--- config.mk ---
export PLATFORM = sky130hd
export DESIGN_NAME = cpu_ctrl_fsm
export DESIGN_NICKNAME = d
export VERILOG_FILES = /design/src/rtl/cpu_ctrl_fsm_pkg.sv /design/src/rtl/cpu_ctrl_decode.sv /design/src/rtl/cpu_ctrl_fsm.sv
export SDC_FILE = /design/constraint.sdc
export NUM_CORES = 1
export LEC_CHECK = 0
export BUFFER_PORTS_ARGS = -buffer_cell sky130_fd_sc_hd__buf_2
export CAP_MARGIN = 20
export CORE_UTILIZATION = 43
export CTS_CLUSTER_DIAMETER = 100
export DETAILED_ROUTE_END_ITERATION = 6
export PLACE_DENSITY = 0.67
export SETUP_SLACK_MARGIN = 0.3
export SLEW_MARGIN = 20
export SYNTH_ARGS = -nofsm -noshare
export SYNTH_HDL_FRONTEND = slang
export SYNTH_SLANG_ARGS = --single-unit
--- constraint.sdc ---
create_clock -name clk -period 4.8 [get_ports clk]
set_input_delay 0.48 -clock clk [delete_from_list [all_inputs] [get_ports clk]]
set_output_delay 0.48 -clock clk [all_outputs]
set_load 0.01 [all_outputs]
--- src/rtl/cpu_ctrl_fsm_pkg.sv ---
// Shared constants for the CR16-style control unit: ALU op codes, opcode/ext fields,
// branch condition codes, FSM state encoding, PSR bit positions and condition evaluation.
`ifndef CPU_CTRL_ALUOPS
`define CPU_CTRL_ALUOPS
`define ALUOp_NOP  5'h00
`define ALUOp_ADD  5'h01
`define ALUOp_ADDU 5'h02
`define ALUOp_ADDC 5'h03
`define ALUOp_SUB  5'h04
`define ALUOp_SUBC 5'h05
`define ALUOp_CMP  5'h06
`define ALUOp_AND  5'h07
`define ALUOp_OR   5'h08
`define ALUOp_XOR  5'h09
`define ALUOp_MOV  5'h0A
`define ALUOp_LSH  5'h0B
`define ALUOp_ASHU 5'h0C
`define ALUOp_LUI  5'h0D
`endif

package cpu_ctrl_fsm_pkg;

  typedef enum logic [1:0] {
    S_FETCH  = 2'd0,
    S_DECODE = 2'd1,
    S_EXEC   = 2'd2,
    S_MEM    = 2'd3
  } state_t;

  typedef enum logic [2:0] {
    CL_NOP, CL_ALU, CL_CMP, CL_LOAD, CL_STOR, CL_BCOND, CL_JCOND, CL_JAL
  } iclass_t;

  localparam logic [3:0] OP_RR    = 4'b0000;
  localparam logic [3:0] OP_MEM   = 4'b0100;
  localparam logic [3:0] OP_SHIFT = 4'b1000;
  localparam logic [3:0] OP_BCOND = 4'b1100;
  localparam logic [3:0] OP_LUI   = 4'b1111;
  localparam logic [3:0] OP_CMP   = 4'b1011;

  localparam logic [3:0] EXT_LOAD  = 4'b0000;
  localparam logic [3:0] EXT_STOR  = 4'b0100;
  localparam logic [3:0] EXT_JAL   = 4'b1000;
  localparam logic [3:0] EXT_JCOND = 4'b1100;
  localparam logic [3:0] EXT_LSH   = 4'b0100;
  localparam logic [3:0] EXT_ASHU  = 4'b0110;

  localparam logic [3:0] COND_EQ = 4'b0000;
  localparam logic [3:0] COND_NE = 4'b0001;
  localparam logic [3:0] COND_CS = 4'b0010;
  localparam logic [3:0] COND_CC = 4'b0011;
  localparam logic [3:0] COND_HI = 4'b0100;
  localparam logic [3:0] COND_LS = 4'b0101;
  localparam logic [3:0] COND_GT = 4'b0110;
  localparam logic [3:0] COND_LE = 4'b0111;
  localparam logic [3:0] COND_FS = 4'b1000;
  localparam logic [3:0] COND_FC = 4'b1001;
  localparam logic [3:0] COND_LO = 4'b1010;
  localparam logic [3:0] COND_HS = 4'b1011;
  localparam logic [3:0] COND_LT = 4'b1100;
  localparam logic [3:0] COND_GE = 4'b1101;
  localparam logic [3:0] COND_UC = 4'b1110;

  localparam int PSR_N = 4;
  localparam int PSR_Z = 3;
  localparam int PSR_F = 2;
  localparam int PSR_L = 1;
  localparam int PSR_C = 0;

  // Same code space for RR ext field and immediate opcode; NOP means "not an ALU op".
  function automatic logic [4:0] arith_op(input logic [3:0] code);
    case (code)
      4'b0101: arith_op = `ALUOp_ADD;
      4'b0110: arith_op = `ALUOp_ADDU;
      4'b0111: arith_op = `ALUOp_ADDC;
      4'b1001: arith_op = `ALUOp_SUB;
      4'b1010: arith_op = `ALUOp_SUBC;
      4'b1011: arith_op = `ALUOp_CMP;
      4'b0001: arith_op = `ALUOp_AND;
      4'b0010: arith_op = `ALUOp_OR;
      4'b0011: arith_op = `ALUOp_XOR;
      4'b1101: arith_op = `ALUOp_MOV;
      default: arith_op = `ALUOp_NOP;
    endcase
  endfunction

  function automatic logic cond_eval(input logic [3:0] cond, input logic [4:0] psr);
    case (cond)
      COND_EQ: cond_eval = psr[PSR_Z];
      COND_NE: cond_eval = !psr[PSR_Z];
      COND_CS: cond_eval = psr[PSR_C];
      COND_CC: cond_eval = !psr[PSR_C];
      COND_HI: cond_eval = psr[PSR_L];
      COND_LS: cond_eval = !psr[PSR_L];
      COND_GT: cond_eval = psr[PSR_N];
      COND_LE: cond_eval = !psr[PSR_N];
      COND_FS: cond_eval = psr[PSR_F];
      COND_FC: cond_eval = !psr[PSR_F];
      COND_LO: cond_eval = !psr[PSR_L] && !psr[PSR_Z];
      COND_HS: cond_eval = psr[PSR_L] || psr[PSR_Z];
      COND_LT: cond_eval = !psr[PSR_N] && !psr[PSR_Z];
      COND_GE: cond_eval = psr[PSR_N] || psr[PSR_Z];
      COND_UC: cond_eval = 1'b1;
      default: cond_eval = 1'b0;
    endcase
  endfunction

endpackage

--- src/rtl/cpu_ctrl_decode.sv ---
// Combinational instruction decode: IR -> ALU op, immediate select, instruction class
// and an illegal flag for encodings outside the supported set.
module cpu_ctrl_decode
  import cpu_ctrl_fsm_pkg::*;
(
  input  logic [15:0] i_ir,
  output logic [4:0]  o_alu_op,
  output logic        o_imm_mux,
  output iclass_t     o_iclass,
  output logic        o_illegal
);

  logic [3:0] w_op;
  logic [3:0] w_ext;

  assign w_op  = i_ir[15:12];
  assign w_ext = i_ir[7:4];

  always_comb begin
    o_alu_op  = `ALUOp_NOP;
    o_imm_mux = 1'b0;
    o_iclass  = CL_NOP;
    o_illegal = 1'b0;
    case (w_op)
      OP_RR: begin
        o_alu_op = arith_op(w_ext);
        o_iclass = (w_ext == OP_CMP) ? CL_CMP : CL_ALU;
      end
      OP_SHIFT: begin
        o_iclass = CL_ALU;
        // Immediate shifts carry the amount sign bit in ext[0]
        if (w_ext[3:1] == 3'b000) begin
          o_alu_op  = `ALUOp_LSH;
          o_imm_mux = 1'b1;
        end else if (w_ext[3:1] == 3'b001) begin
          o_alu_op  = `ALUOp_ASHU;
          o_imm_mux = 1'b1;
        end else if (w_ext == EXT_LSH) begin
          o_alu_op = `ALUOp_LSH;
        end else if (w_ext == EXT_ASHU) begin
          o_alu_op = `ALUOp_ASHU;
        end
      end
      OP_LUI: begin
        o_alu_op  = `ALUOp_LUI;
        o_imm_mux = 1'b1;
        o_iclass  = CL_ALU;
      end
      OP_MEM: begin
        case (w_ext)
          EXT_LOAD:  o_iclass = CL_LOAD;
          EXT_STOR:  o_iclass = CL_STOR;
          EXT_JCOND: o_iclass = CL_JCOND;
          EXT_JAL:   o_iclass = CL_JAL;
          default:   o_iclass = CL_NOP;
        endcase
      end
      OP_BCOND: o_iclass = CL_BCOND;
      default: begin
        o_alu_op  = arith_op(w_op);
        o_imm_mux = 1'b1;
        o_iclass  = (w_op == OP_CMP) ? CL_CMP : CL_ALU;
      end
    endcase

    if ((o_iclass == CL_ALU || o_iclass == CL_CMP) && o_alu_op == `ALUOp_NOP) begin
      o_iclass = CL_NOP;
    end
    if (o_iclass == CL_NOP) begin
      o_illegal = 1'b1;
      o_imm_mux = 1'b0;
    end
  end

endmodule

--- src/rtl/cpu_ctrl_fsm.sv ---
// Multi-cycle control FSM for the 16-bit CR16-style CPU: fetch, decode, execute and
// memory phases driving the reg_alu controls, PC update and memory strobes.
module cpu_ctrl_fsm
  import cpu_ctrl_fsm_pkg::*;
#(
  parameter int unsigned PC_W      = 16,
  parameter state_t      RST_STATE = S_FETCH
) (
  input  logic        clk,
  input  logic        rst,
  input  logic [15:0] instr,
  input  logic        mem_ready,
  input  logic [4:0]  psr_in,
  output logic        write,
  output logic        IMM_MUX,
  output logic        COND_RSLT,
  output logic        WB_MUX0,
  output logic [1:0]  WB_MUX,
  output logic [3:0]  rSrc,
  output logic [3:0]  rDst,
  output logic [4:0]  aluOp,
  output logic [7:0]  imm_in,
  output logic        pc_en,
  output logic [1:0]  pc_sel,
  output logic [7:0]  br_disp,
  output logic        mem_req,
  output logic        mem_we,
  output logic        addr_sel,
  output logic        illegal
);

  // Displacement field is sign-extended to PC_W by the PC adder; never wider than the PC.
  localparam int unsigned DISP_W = (PC_W < 8) ? PC_W : 8;

  state_t      r_state;
  state_t      w_state_next;
  logic [15:0] r_ir;
  logic        w_ir_load;
  logic [4:0]  w_alu_op;
  logic        w_imm_mux;
  iclass_t     w_iclass;
  logic        w_illegal;
  logic        w_cond_true;

  cpu_ctrl_decode u_decode (
    .i_ir      (r_ir),
    .o_alu_op  (w_alu_op),
    .o_imm_mux (w_imm_mux),
    .o_iclass  (w_iclass),
    .o_illegal (w_illegal)
  );

  assign w_cond_true = cond_eval(r_ir[11:8], psr_in);

  assign rSrc    = r_ir[3:0];
  assign rDst    = r_ir[11:8];
  assign imm_in  = r_ir[7:0];
  assign br_disp = r_ir[DISP_W-1:0];
  assign aluOp   = w_alu_op;
  assign IMM_MUX = w_imm_mux;

  always_ff @(posedge clk) begin
    if (rst) begin
      r_state <= RST_STATE;
      r_ir    <= '0;
    end else begin
      r_state <= w_state_next;
      if (w_ir_load) begin
        r_ir <= instr;
      end
    end
  end

  always_comb begin
    w_state_next = r_state;
    w_ir_load    = 1'b0;
    write        = 1'b0;
    COND_RSLT    = 1'b0;
    WB_MUX0      = 1'b0;
    WB_MUX       = 2'b10;
    pc_en        = 1'b0;
    pc_sel       = 2'b00;
    mem_req      = 1'b0;
    mem_we       = 1'b0;
    addr_sel     = 1'b0;
    illegal      = 1'b0;
    case (r_state)
      S_FETCH: begin
        mem_req = 1'b1;
        if (mem_ready) begin
          w_ir_load    = 1'b1;
          pc_en        = 1'b1;
          w_state_next = S_DECODE;
        end
      end
      S_DECODE: begin
        if (w_illegal) begin
          illegal      = 1'b1;
          w_state_next = S_FETCH;
        end else if (w_iclass == CL_LOAD || w_iclass == CL_STOR) begin
          w_state_next = S_MEM;
        end else begin
          w_state_next = S_EXEC;
        end
      end
      S_EXEC: begin
        w_state_next = S_FETCH;
        case (w_iclass)
          CL_ALU: write = 1'b1;
          CL_BCOND: begin
            COND_RSLT = w_cond_true;
            pc_en     = w_cond_true;
            pc_sel    = 2'b01;
          end
          CL_JCOND: begin
            COND_RSLT = w_cond_true;
            pc_en     = w_cond_true;
            pc_sel    = 2'b10;
          end
          CL_JAL: begin
            write   = 1'b1;
            WB_MUX0 = 1'b1;
            WB_MUX  = 2'b00;
            pc_en   = 1'b1;
            pc_sel  = 2'b10;
          end
          default: ;
        endcase
      end
      S_MEM: begin
        mem_req  = 1'b1;
        addr_sel = 1'b1;
        mem_we   = (w_iclass == CL_STOR);
        if (mem_ready) begin
          if (w_iclass == CL_LOAD) begin
            write  = 1'b1;
            WB_MUX = 2'b11;
          end
          w_state_next = S_FETCH;
        end
      end
      default: w_state_next = S_FETCH;
    endcase
  end

endmodule

==> metrics.md <==
| Metric | Value |
|---|---|
| Number of buffers created by CTS | `3` |
| Setup CP Type | `register to output port` |
| Root Buffer | `clkbuf_8` |
| Post-CTS setup buffers | `0` |
| CP Cell Sequence | `or4b_1 > o32ai_2 > a21oi_2 > xor2_1 > o21ai_1 > buf_2` |
| Port Buffers | `64` |
| Clock sinks | `26` |
| Worst path slowest cell | `dfxtp_1` |
| Initial Util | `45.0%` |
| Die area | `4830 µm²` |
| Ys async rst share | `0%` |
| Crit end category | `output port` |
| Mean Syn Cell Area | `7.91 µm²` |
| Reg2reg start | `r_state[0]` |
| Max Slew Vio Count | `0` |
| CP arrival | `2.02 ns` |
| Drt wl/cell | `13.4 µm` |
| Final HPWL DP | `3380 µm` |
| Number of synthesized register bits | `26` |
| Vias in the first global route | `1622` |
| Critical path's top delay family | `flip-flops` |
| Total iterations of the first detailed-routing run | `4` |
| Min Tclk post-route | `2.50 ns` |
| Mapped Cells | `248` |
| VDD IR max | `0.000335 V` |
| PwrDens | `299 nW/µm²` |
| Final setup TNS | `0 ns` |
| Worst reg2reg path depth | `7` |
| Die width | `69.5 µm` |
| Yosys top cell area share | `26.5%` |
| DRC | `0` |
| Syn-to-layout area delta | `10.1%` |
| Core footprint | `4350 µm²` |
| Total grt overflow | `0` |
| RSZ-0062 raised after global routing | `false` |
| Netlist cell types | `64` |
| Worst Path Buf+Inv | `1` |
| Hold Startpoint | `instr[9]` |
| Fin. Hold Viols | `0` |
| TritonCTS clock tree | `done` |
| Synth area leader | `dfxtp_1` |
| Worst R2R Setup Slack | `2.59 ns` |
| Via/cell ratio | `5.27` |
| First-pass GRT wire length | `7660 µm` |
| Synthesized area | `1960 µm²` |
| Number of enable flip-flop cells after synthesis | `0` |
| LEAKAGE | `0.000950 µW` |
| Number of max-cap violations | `0` |
| Antenna-violating nets left | `0` |
| Leading post-synthesis cells by cell area | `dfxtp_1 (27%), buf_4 (11%), nand2_1 (5.4%), a21oi_1 (4.6%), nor2_1 (4.6%)` |
| Final Skew | `0.0119 ns` |
| Post-synthesis net count | `276` |
| Fmax | `400 MHz` |
| Finish-stage setup viols | `0` |
| Slowest cell delay on critical path | `0.58 ns` |
| Initial DRC Count | `74` |
| Routability Congestion | `0.866` |
| Outcome | `completed` |
| Clock tree buffer depth | `2` |
| # hold bufs at CTS | `0` |
| Largest net degree at the start of global routing | `20` |
| Worst Path Required | `4.32 ns` |
| Rel. slew slack | `63.4%` |
| Worst-path maximum fanout | `11` |
| Rows | `24` |
| Initial antenna violation count | `0` |
| Clk_lat worst skew | `0.28 ns` |
| I/O Pins | `66` |
| Die Height | `69.5 µm` |
| Hold endpoint | `r_ir[9]` |
| Drt total wl | `4450 µm` |
| Top_reg_cell synth | `dfxtp_1` |
| Post-CTS Resized | `0` |
| Final period util | `52.0%` |
| N_diodes | `0` |
| Worst hold-check path type | `primary input to register` |
| Yosys warns | `0` |
| Share of cells above drive strength 1 | `32.1%` |
| Worst-Margin Slew | `0.549 ns` |
| Nature of the critical path startpoint | `register` |
| DR vias | `1751` |
| Worst hold path depth | `3` |
| H-tree Lvls | `1` |
| Clk slew on worst S/H paths | `0.10 ns` |
| Hold_ws | `0.430 ns` |
| Sequential area share after synthesis | `26.5%` |
| Layout net count | `309` |
| GR Util All Layers | `19.4%` |
==> final cells by class <==
cell class	count	area [µm²]
repair buffers	64	320
inverters	13	48.8
well taps	52	65.1
clock inverters	1	30.0
clock buffers	3	41.3
multi-input cells	173	1130
fillers	431	2190
flip-flops and latches	26	520
==> metal layers <==
layer  up-vias  GRT usage, %  share of wire, %
met2        46          33.1                48
met4         0          4.08              0.74
met5         -             0                 0
li1        908             -                 -
met1       793          25.0                46
met3         4          4.22               4.9
==> report_power, final <==
| group | switching [µW] | total (µW) | internal (µW) |
|---|---|---|---|
| clock network | 70.8 | 182 | 112 |
| registers | 26.0 | 260 | 234 |
| logic | 118 | 202 | 84.1 |
==> how the worst max path moves through the flow <==
stage	startpoint	to	slack, ns	depth (start not counted)
after floorplan	r_ir[15]	write	2.84	6
after global placement	r_ir[14]	pc_en	2.60	6
after detailed placement	r_state[0]	pc_en	2.59	6
after CTS	r_state[1]	pc_en	2.25	6
after global routing	r_state[1]	pc_en	2.08	6
final	r_ir[14]	pc_en	2.30	6
==> cells by family (layout without fill, tap and decap cells) <==
family / count (synthesis) / in the layout / share of synthesized area [%]
DFF: 26 / 26 / 26.5
AOI/OAI and AO/OA: 65 / 65 / 25.7
and+or+nand+nor: 95 / 95 / 25.5
buffers and inverters: 49 / 81 / 15.6
other: 1 / 1 / 0.191
muxes: 5 / 5 / 2.55
xor gates and xnor gates: 3 / 3 / 1.34
adders and majority gates: 4 / 4 / 2.55
==> stage by stage <==
stage / utilization [%] / area (µm²) / worst slack [ns] / total power (µW) / std cells
global route: 49.6 / 2160 / 2.08 / 689 / 332
detailed placement: 48.0 / 2090 / 2.59 / 468 / 328
CTS: 49.6 / 2160 / 2.25 / 652 / 332
floorplan: - / 1960 / 2.84 / 429 / 248
global placement: 48.0 / 2090 / 2.60 / 465 / 328
finish: 49.6 / 2160 / 2.30 / 645 / 332
==> worst reg2reg max path, delay by kind of cell, from the launching register on <==
family,cells,cell delay (ns)
simple gates,2,0.77
fa+ha+maj,1,0.51
flops,1,0.35
mux,2,0.32
buf+inv,2,0.19
==> layout by cell type (no fill, tap or decap), types with 4 or more instances in the layout <==
master	n
nand2_1	28
mux2i_1	5
buf_2	64
inv_1	9
a21oi_1	18
nand3_1	10
inv_2	4
nand4_1	4
dfxtp_1	26
nor2_1	24
a21oi_2	4
ha_1	4
o21ai_0	5
==> Yosys cell counts, types with 2 or more instances <==
cell      number
nand3b_1       3
xnor2_1        2
buf_2          2
buf_4         28
nand2b_1       3
ha_1           4
nor3b_1        2
inv_1          9
or2_1          3
clkbuf_1       3
a21bo_2        3
nor3_1         2
dfxtp_1       26
and2_1         2
buf_6          2
a31o_1         3
a21bo_1        3
a21oi_2        4
a21oi_4        3
a31oi_1        3
a21o_1         2
inv_2          4
o21a_1         2
mux2i_1        5
nor2_1        24
nand2_1       28
nand4_1        4
a21oi_1       18
nand3_1       10
o21ai_0        5
o21ai_1        3
Power figures use the tool's default switching activity.
